[config.mk]
export PLATFORM = sky130hd
export DESIGN_NAME = mlp_param_loader
export DESIGN_NICKNAME = d
export VERILOG_FILES = /design/src/rtl/mlp_param_loader.sv
export SDC_FILE = /design/constraint.sdc
export NUM_CORES = 1
export LEC_CHECK = 0
export CAP_MARGIN = 20
export CORE_AREA = 2 2 96 98
export DETAILED_ROUTE_END_ITERATION = 10
export DIE_AREA = 0 0 98 100
export SLEW_MARGIN = 40
export SYNTH_ARGS = -nofsm -noshare
export SYNTH_HDL_FRONTEND = slang
export SYNTH_SLANG_ARGS = --single-unit
[constraint.sdc]
create_clock -name clk -period 1.51 [get_ports clk]
set_input_delay 0.302 -clock clk [delete_from_list [all_inputs] [get_ports clk]]
set_output_delay 0.302 -clock clk [all_outputs]
set_load 0.005 [all_outputs]
[src/rtl/mlp_param_loader.sv]
// mlp_param_loader: unpacks one serial valid/ready word stream into the parallel
// weight, bias and input arrays of the single-neuron MLP datapath, then issues the
// init / initial_flag / weight_flag controls and holds off until neuron_done.
// Optional feature macro: LOADER_CKSUM_EN (trailing XOR checksum word, sticky err).
module mlp_param_loader #(
   parameter int M  = 2,
   parameter int N  = 2,
   parameter int QM = 3,
   parameter int QN = 5,
   parameter int WM = 3,
   parameter int WN = 5
) (
   input  logic                                  clk,
   input  logic                                  rst,
   input  logic                                  mode_full,
   input  logic                                  s_valid,
   output logic                                  s_ready,
   input  logic signed [QM+QN-1:0]               s_data,
   input  logic                                  neuron_done,
   output logic [N-1:0][QM+QN-1:0]               x,
   output logic [M-2:0][N-1:0][N-1:0][WM+WN-1:0] w,
   output logic [M-2:0][N-1:0][QM+QN-1:0]        b,
   output logic                                  init,
   output logic                                  initial_flag,
   output logic                                  weight_flag,
   output logic                                  busy,
   output logic                                  err
);

   localparam int DW  = QM + QN;
   localparam int WW  = WM + WN;
   localparam int NW  = (M - 1) * N * N;
   localparam int NB  = (M - 1) * N;
   localparam int NX  = N;
   // NW is always the largest count, so one counter width covers all three phases
   localparam int WIW = (NW > 1) ? $clog2(NW) : 1;
   localparam int BIW = (NB > 1) ? $clog2(NB) : 1;
   localparam int XIW = (NX > 1) ? $clog2(NX) : 1;
   localparam int CW  = WIW;

   localparam logic [2:0] S_IDLE   = 3'd0;
   localparam logic [2:0] S_LOAD_W = 3'd1;
   localparam logic [2:0] S_LOAD_B = 3'd2;
   localparam logic [2:0] S_LOAD_X = 3'd3;
   localparam logic [2:0] S_START  = 3'd5;
   localparam logic [2:0] S_RUN    = 3'd6;
`ifdef LOADER_CKSUM_EN
   localparam logic [2:0] S_CHECK  = 3'd4;
`endif

   if (WW > DW) begin : g_width_chk
      $error("mlp_param_loader: WM+WN must not exceed QM+QN");
   end

   logic [2:0]              state_q, state_d;
   logic [CW-1:0]           cnt_q, cnt_d;
   logic [NW-1:0][WW-1:0]   w_q, w_d;
   logic [NB-1:0][DW-1:0]   b_q, b_d;
   logic [NX-1:0][DW-1:0]   x_q, x_d;
   logic                    full_q, full_d;
   logic                    init_q, init_d;
   logic                    initf_q, initf_d;
   logic                    wflag_q, wflag_d;
   logic                    busy_q, busy_d;
   logic                    ready_q, ready_d;
`ifdef LOADER_CKSUM_EN
   logic [DW-1:0]           cksum_q, cksum_d;
   logic                    err_q, err_d;
`endif

   logic                    accept_s;
   logic                    go_x_done_s;
   logic                    go_start_s;
   logic [WIW-1:0]          w_idx_s;
   logic [BIW-1:0]          b_idx_s;
   logic [XIW-1:0]          x_idx_s;

   assign accept_s = s_valid & ready_q;
   assign w_idx_s  = cnt_q[WIW-1:0];
   assign b_idx_s  = cnt_q[BIW-1:0];
   assign x_idx_s  = cnt_q[XIW-1:0];

   // Next-state, array-write and control-pulse logic for the load sequencer
   always_comb begin
      state_d     = state_q;
      cnt_d       = cnt_q;
      w_d         = w_q;
      b_d         = b_q;
      x_d         = x_q;
      full_d      = full_q;
      init_d      = 1'b0;
      initf_d     = 1'b0;
      wflag_d     = wflag_q;
      busy_d      = busy_q;
      go_x_done_s = 1'b0;
      go_start_s  = 1'b0;
`ifdef LOADER_CKSUM_EN
      err_d       = err_q;
`endif

      case (state_q)
         S_IDLE: begin
            if (accept_s) begin
               if (mode_full) begin
                  // new weights invalidate the old set immediately
                  full_d  = 1'b1;
                  wflag_d = 1'b0;
                  busy_d  = 1'b1;
                  w_d[0]  = s_data[WW-1:0];
                  if (NW == 1) begin
                     state_d = S_LOAD_B;
                     cnt_d   = CW'(0);
                  end else begin
                     state_d = S_LOAD_W;
                     cnt_d   = CW'(1);
                  end
               end else if (wflag_q) begin
                  full_d = 1'b0;
                  busy_d = 1'b1;
                  x_d[0] = s_data;
                  if (NX == 1) begin
                     go_x_done_s = 1'b1;
                     cnt_d       = CW'(0);
                  end else begin
                     state_d = S_LOAD_X;
                     cnt_d   = CW'(1);
                  end
               end else begin
                  // x-only sample without stored weights cannot run: drop it
                  state_d = S_IDLE;
               end
            end else begin
               state_d = S_IDLE;
            end
         end
         S_LOAD_W: begin
            if (accept_s) begin
               w_d[w_idx_s] = s_data[WW-1:0];
               if (cnt_q == CW'(NW - 1)) begin
                  state_d = S_LOAD_B;
                  cnt_d   = CW'(0);
               end else begin
                  cnt_d = cnt_q + CW'(1);
               end
            end else begin
               state_d = S_LOAD_W;
            end
         end
         S_LOAD_B: begin
            if (accept_s) begin
               b_d[b_idx_s] = s_data;
               if (cnt_q == CW'(NB - 1)) begin
                  state_d = S_LOAD_X;
                  cnt_d   = CW'(0);
               end else begin
                  cnt_d = cnt_q + CW'(1);
               end
            end else begin
               state_d = S_LOAD_B;
            end
         end
         S_LOAD_X: begin
            if (accept_s) begin
               x_d[x_idx_s] = s_data;
               if (cnt_q == CW'(NX - 1)) begin
                  go_x_done_s = 1'b1;
                  cnt_d       = CW'(0);
               end else begin
                  cnt_d = cnt_q + CW'(1);
               end
            end else begin
               state_d = S_LOAD_X;
            end
         end
`ifdef LOADER_CKSUM_EN
         S_CHECK: begin
            if (accept_s) begin
               if (s_data == cksum_q) begin
                  go_start_s = 1'b1;
               end else begin
                  err_d   = 1'b1;
                  wflag_d = 1'b0;
                  busy_d  = 1'b0;
                  state_d = S_IDLE;
               end
            end else begin
               state_d = S_CHECK;
            end
         end
`endif
         S_START: begin
            state_d = S_RUN;
         end
         S_RUN: begin
            if (neuron_done) begin
               state_d = S_IDLE;
               busy_d  = 1'b0;
            end else begin
               state_d = S_RUN;
            end
         end
         default: begin
            state_d = S_IDLE;
         end
      endcase

      if (go_x_done_s) begin
`ifdef LOADER_CKSUM_EN
         state_d = S_CHECK;
`else
         go_start_s = 1'b1;
`endif
      end else begin
         go_start_s = go_start_s;
      end

      // init and initial_flag are registered so they appear in the START cycle
      if (go_start_s) begin
         state_d = S_START;
         init_d  = 1'b1;
         initf_d = full_d;
         if (full_d) begin
            wflag_d = 1'b1;
         end else begin
            wflag_d = wflag_q;
         end
      end else begin
         init_d = 1'b0;
      end

      ready_d = (state_d == S_IDLE)   || (state_d == S_LOAD_W) ||
                (state_d == S_LOAD_B) || (state_d == S_LOAD_X)
`ifdef LOADER_CKSUM_EN
                || (state_d == S_CHECK)
`endif
                ;
   end

`ifdef LOADER_CKSUM_EN
   // Running XOR of payload words; restarts on the first word of every load
   always_comb begin
      if (accept_s && (state_q == S_IDLE)) begin
         cksum_d = s_data;
      end else if (accept_s && ((state_q == S_LOAD_W) || (state_q == S_LOAD_B) ||
                                (state_q == S_LOAD_X))) begin
         cksum_d = cksum_q ^ s_data;
      end else begin
         cksum_d = cksum_q;
      end
   end
`endif

   // State and output registers with synchronous active-high reset
   always_ff @(posedge clk) begin
      if (rst) begin
         state_q <= S_IDLE;
         cnt_q   <= CW'(0);
         w_q     <= '{default: {WW{1'b0}}};
         b_q     <= '{default: {DW{1'b0}}};
         x_q     <= '{default: {DW{1'b0}}};
         full_q  <= 1'b0;
         init_q  <= 1'b0;
         initf_q <= 1'b0;
         wflag_q <= 1'b0;
         busy_q  <= 1'b0;
         ready_q <= 1'b1;
`ifdef LOADER_CKSUM_EN
         cksum_q <= {DW{1'b0}};
         err_q   <= 1'b0;
`endif
      end else begin
         state_q <= state_d;
         cnt_q   <= cnt_d;
         w_q     <= w_d;
         b_q     <= b_d;
         x_q     <= x_d;
         full_q  <= full_d;
         init_q  <= init_d;
         initf_q <= initf_d;
         wflag_q <= wflag_d;
         busy_q  <= busy_d;
         ready_q <= ready_d;
`ifdef LOADER_CKSUM_EN
         cksum_q <= cksum_d;
         err_q   <= err_d;
`endif
      end
   end

   assign s_ready      = ready_q;
   assign w            = w_q;
   assign b            = b_q;
   assign x            = x_q;
   assign init         = init_q;
   assign initial_flag = initf_q;
   assign weight_flag  = wflag_q;
   assign busy         = busy_q;
`ifdef LOADER_CKSUM_EN
   assign err          = err_q;
`else
   assign err          = 1'b0;
`endif

endmodule
==> flow_summary.json, run 1 <==
{
  "post-place-ws_ns": -0.490,
  "yosysMostFrequentCell": "dfxtp_1",
  "route.met2.wl_mm": 3.64,
  "crit_path_end_kind": "flip-flop",
  "setup_viol": 8,
  "synthFlopType": "dfxtp_1",
  "cp_max_fo": 8,
  "dieHeight_um": 100,
  "htree_levels": 3,
  "drt-wirelength-per-cell_um": 15.0,
  "start_kind": "flip-flop",
  "synthTopCellsByArea": "dfxtp_1 50%, mux2i_1 14%, nand2_1 6.2%",
  "rows": 35,
  "nets": 441,
  "hpwl_mm": 5.46,
  "fin_cells": 540,
  "synth_nets": 334,
  "async_reset_ff_share_pct": 0,
  "yosys.area.top_type_share_pct": 49.9,
  "slew_viol_final": 0,
  "finClkSkew_ns": 0.00869,
  "hold_path_class": "input pin to flip-flop",
  "yosys-top-cells-count": "75 x dfxtp_1, 50 x nand2_1, 47 x nor2_1",
  "met3_length_um": 622,
  "status": "finished with violations",
  "ys_ff_latch": 75,
  "synth_cells": 317,
  "fp.coreArea_um2": 8890,
  "finalHoldViolCount": 0,
  "slowest_delay_ns": 0.56,
  "path_delay_family": "simple AND/OR/NAND/NOR gates",
  "highest-signal-layer": "met4",
  "maxClockFrequency_ghz": 0.641,
  "dieArea_um2": 9800,
  "grt_max_degree": 30,
  "regArea_um2": 1560,
  "grt_pass1_wl_mm": 12.6,
  "cp_slowest_cell": "or4b_4",
  "crit_buf_inv": 1,
  "ir_drop_mv": 0.481,
  "ys_seq_area_share_pct": 49.9,
  "dp_cells": 523,
  "place_congestion": 0.859,
  "nFillCells": 811,
  "grt_overflow": 0,
  "cts_setup_buffers": 0,
  "start_util_pct": 33.8,
  "ys_warn_count": 0,
  "clock_sinks": 75,
  "grt_pass1_vias": 2459,
  "place_area_um2": 4160,
  "rsz0062_at_grt": "true",
  "design_area_um2": 4560,
  "fp.dieW_um": 98,
  "ant_nets": 0,
  "power_density_nw_per_um2": 864,
  "clk_latency_ns": 0.34,
  "m1WireLength_mm": 3.74,
  "violations": "setup timing",
  "drt_pass1_iterations": 4,
  "worstSetupPathType": "flip-flop to flip-flop",
  "clock_path_buffers": 2,
  "multi_input_area_um2": 1400,
  "leakagePower_nw": 2.66,
  "grtUsageTotal_pct": 16.5,
  "path_cells": "or4b_4, a21oi_4, buf_12, mux2i_1, nor2_1",
  "fin_tns_setup_ns": -0.239,
  "antenna_cells": 0,
  "root_buffer": "clkbuf_8",
  "synth.avg_cell_area_um2": 9.49,
  "worst-endpoint-required_ns": 1.74,
  "drtIter0Drc": 107,
  "cts_made_buffers": 9,
  "vias": 2586,
  "syn_to_final_growth_pct": 51.5,
  "arrival_ns": 1.79,
  "drive_gt1_share_pct": 28.7,
  "fin_crit_ns": 1.56,
  "clk_pin_slew_ns": 0.08,
  "setup_ws_ns": -0.0491,
  "drv_cap": 0,
  "yosysUniqueCellTypes": 46,
  "via_per_inst": 4.79,
  "p_total_mw": 3.94,
  "antenna_found_initial": 0,
  "synth_edf_count": 0,
  "route.detailed.drc": 0,
  "period_share_pct": 103,
  "synth_top_area_cell": "dfxtp_1",
  "ios": 83,
  "port-buffer-count": 81,
  "cts_tree": "yes",
  "syn-cell-area_um2": 3010,
  "drt-total-wl_mm": 8.12
}
state kept, by name, indices dropped and copies added (netlist names), 2 cells and up:
signal   count
cnt_q        2
x           16
w           32
b           16
state_q      3
report_power, final:
part | switching (mW) | internal [mW]
registers | 0.0164 | 2.00
clock network | 0.767 | 0.823
logic | 0.176 | 0.155
total | 0.960 | 2.98
layout make-up:
cell class,instances,area share [%]
timing repair buffer,119,27.2
clock buffer,10,3.02
clock inverter,6,1.56
multi-input combinational,216,30.7
tap,111,3.05
sequential,75,34.3
inverter,3,0.247
final timing paths:
path	start	to	slack, ns	cells after the start
setup / recovery	state_q[1]	x[2]	-0.05	5
hold / removal	rst	state_q[2]	0.26	2
setup reg to reg	state_q[1]	x[2]	-0.05	5
hold reg to reg	b[9]	b[9]	0.45	2
metal layers:
| layer | up-vias | track usage, % |
|---|---|---|
| met5 | - | 0 |
| met4 | 0 | 4.49 |
| met3 | 7 | 6.27 |
| met2 | 85 | 24.4 |
| met1 | 1214 | 22.7 |
| li1 | 1280 | - |
placed cells by master, fill, tap and decap left out, types with 2 or more instances in the layout:
master,n
a21oi_1,27
nand2_1,50
nor2_1,47
buf_4,33
buf_12,4
clkbuf_8,10
ha_1,4
clkinvlp_4,2
inv_1,2
a31oi_1,3
inv_6,2
mux2i_1,41
o21ai_0,3
clkdlybuf4s50_1,14
dfxtp_4,2
dlymetal6s2s_1,47
nor3_2,3
dfxtp_2,43
dlygate4sd2_1,19
nand3_1,4
dfxtp_1,30
metrics by stage:
step	utilization, %	hold slack (ns)
after detailed placement	46.8	0.448
after CTS	49.3	0.247
final	51.3	0.264
after global placement	46.8	0.443
after floorplan	-	0.390
after global routing	51.3	0.269
timing repair:
item                                    CTS  global route
gates cloned                              0             1
pin swaps                                 2             8
hold buffers                              0             0
gates resized for setup                  50            68
endpoints found under the setup margin   55           103
cells by family (layout without fill, tap and decap cells):
kind of cell / count (synthesis) / count (layout) / synth area share (%)
mux: 41 / 41 / 13.6
buf+inv: 27 / 138 / 5.32
simple gates: 124 / 125 / 19.8
compound gates: 45 / 45 / 9.61
fa+ha+maj: 4 / 4 / 1.66
flops: 75 / 75 / 49.9
other cells: 1 / 1 / 0.125
(Power assumes the default switching activity.)
==> run 2, diff against run 1 <==
==> constraint.sdc (replaced) <==
create_clock -name clk -period 1.51 [get_ports clk]
set_input_delay 0.2265 -clock clk [delete_from_list [all_inputs] [get_ports clk]]
set_output_delay 0.2265 -clock clk [all_outputs]
set_load 0.005 [all_outputs]
==> run 2 against run 1 <==
Effect of this change:
- the flow still finishes with violations (setup timing)
- via count is 0.43% lower
- wire length is 1.6% lower
- sequential share of layout area is 0.21 points lower
- total power is 2.7% higher
- combinational power is 3% higher
- register-to-register slack hardly changed
- count of clock-buffer cells in the layout is 1 lower
- clock power is 6% higher
- worst setup slack better by 0.0041 ns
- critical path type unchanged
- largest cell class unchanged
- largest power group unchanged
==> flow_summary.json, run 2 (synthesis gave the netlist of run 1 again) <==
{
  "status": "finished with violations",
  "violations": "setup timing",
  "fin_util_pct": 49.9,
  "ios": 83,
  "slew_viol_final": 0,
  "vias": 2575,
  "cts_made_buffers": 9,
  "hold_path_class": "input pin to flip-flop",
  "nets": 440,
  "ctsHoldBuffers": 0,
  "ir_drop_mv": 0.571,
  "final_common_cell": "clkdlybuf4s50_1",
  "clk_latency_ns": 0.34,
  "fp.coreArea_um2": 8890,
  "cp_slowest_cell": "or4b_4",
  "cp_max_fo": 8,
  "root_buffer": "clkbuf_8",
  "drt-total-wl_mm": 7.98,
  "worst-endpoint-required_ns": 1.73,
  "grtUsageTotal_pct": 16.8,
  "setup_ws_ns": -0.0451,
  "crit_path_end_kind": "flip-flop",
  "port-buffer-count": 81,
  "tightest_slew_ns": 0.544,
  "clk_pin_slew_ns": 0.08,
  "drive_gt1_share_pct": 19.9,
  "drt_pass1_iterations": 4,
  "fin_cells": 539,
  "crit_buf_inv": 1,
  "grt_pass1_wl_mm": 12.9,
  "mostFrequentLayoutCells": "77 x clkdlybuf4s50_1, 71 x dfxtp_1, 50 x nand2_1",
  "setup_viol": 8,
  "drv_cap": 0,
  "place_area_um2": 4150,
  "fin_crit_ns": 1.56,
  "clock_sinks": 75,
  "worstSetupPathType": "flip-flop to flip-flop",
  "drtIter0Drc": 108,
  "finalHoldViolCount": 0,
  "dp_cells": 521,
  "slew_headroom_pct": 63.8,
  "ant_nets": 0,
  "fin_tns_setup_ns": -0.282,
  "grt_pass1_vias": 2487,
  "syn_to_final_growth_pct": 47.4,
  "place_congestion": 0.856,
  "htree_levels": 3,
  "fp.dieW_um": 98,
  "path_delay_family": "simple AND/OR/NAND/NOR gates",
  "dieArea_um2": 9800,
  "dieHeight_um": 100,
  "finClkSkew_ns": 0.00633,
  "largest_reg_flops": 32,
  "cts_tree": "yes",
  "path_cells": "or4b_4, a21oi_4, buf_12, mux2i_1, nor2_1",
  "nFillCells": 839,
  "antenna_cells": 0,
  "grt_overflow": 0,
  "power_density_nw_per_um2": 912,
  "clock_path_buffers": 2,
  "antenna_found_initial": 0,
  "design_area_um2": 4440,
  "via_per_inst": 4.78,
  "rsz0062_at_grt": "true",
  "grt_max_degree": 28,
  "drt-wirelength-per-cell_um": 14.8,
  "hpwl_mm": 5.56,
  "period_share_pct": 103,
  "leakagePower_nw": 1.74,
  "arrival_ns": 1.78,
  "slowest_delay_ns": 0.56,
  "start_util_pct": 33.8,
  "route.detailed.drc": 0,
  "maxClockFrequency_ghz": 0.643,
  "rows": 35,
  "start_kind": "flip-flop"
}
==> run 2: changes by cell type in the layout (fill, tap and decap cells not counted), moves of 3 or more <==
cell and delta:
dlymetal6s2s_1 -45, clkinv_2 +3, dfxtp_2 -41, dlygate4sd2_1 -18
clkdlybuf4s50_1 +63, dfxtp_1 +41
==> run 2: layer usage <==
layer	GRT usage [%]	wire [µm]	share of wire [%]
met4	5.45	62	0.78
met3	5.71	501	6.3
met1	22.6	3910	49
met2	25.6	3510	44
met5	0	0	0
==> run 2: layout make-up <==
class                   count  area, µm²  share of cell area [%]
repair buffers            118       1150                    25.9
multi-input cells         216       1410                    31.8
inverters                   3       11.3                   0.254
clock inverters             7       91.3                    2.06
flip-flops and latches     75       1510                    34.1
clock buffers               9        124                    2.79
well taps                 111        139                    3.13
==> run 2: worst reg2reg max path, stage by stage (launching register included) <==
cell	delay [ns]
dfxtp_2	0.32
or4b_4	0.56
a21oi_4	0.16
buf_12	0.14
mux2i_1	0.19
nor2_1	0.06
==> run 2: power breakdown <==
part           switching, mW  internal [mW]
Combinational          0.176          0.165
Clock                  0.758          0.927
Sequential            0.0180           2.00
Total                  0.952           3.09
==> run 2: final timing paths <==
check,to,cells past startpoint,start,slack [ns]
setup / recovery,x[4],5,state_q[1],-0.05
hold reg to reg,full_q,2,full_q,0.45
setup reg to reg,x[4],5,state_q[1],-0.05
hold / removal,x[4],2,rst,0.35
==> run 2: through the flow <==
| stage | worst slack [ns] | hold slack (ns) | total power, mW |
|---|---|---|---|
| global route | -0.103 | 0.351 | 4.21 |
| global placement | -0.429 | 0.440 | 2.39 |
| CTS | -0.0454 | 0.336 | 4.08 |
| floorplan | -0.0299 | 0.315 | 2.23 |
| detailed placement | -0.445 | 0.447 | 2.39 |
| finish | -0.0451 | 0.345 | 4.04 |
==> run 2: repair_timing <==
action,4_1_cts,5_1_grt
buffers inserted,0,1
gates resized for setup,4,15
endpoints found under the setup margin,20,64
pin swaps,4,5
gates cloned,1,0
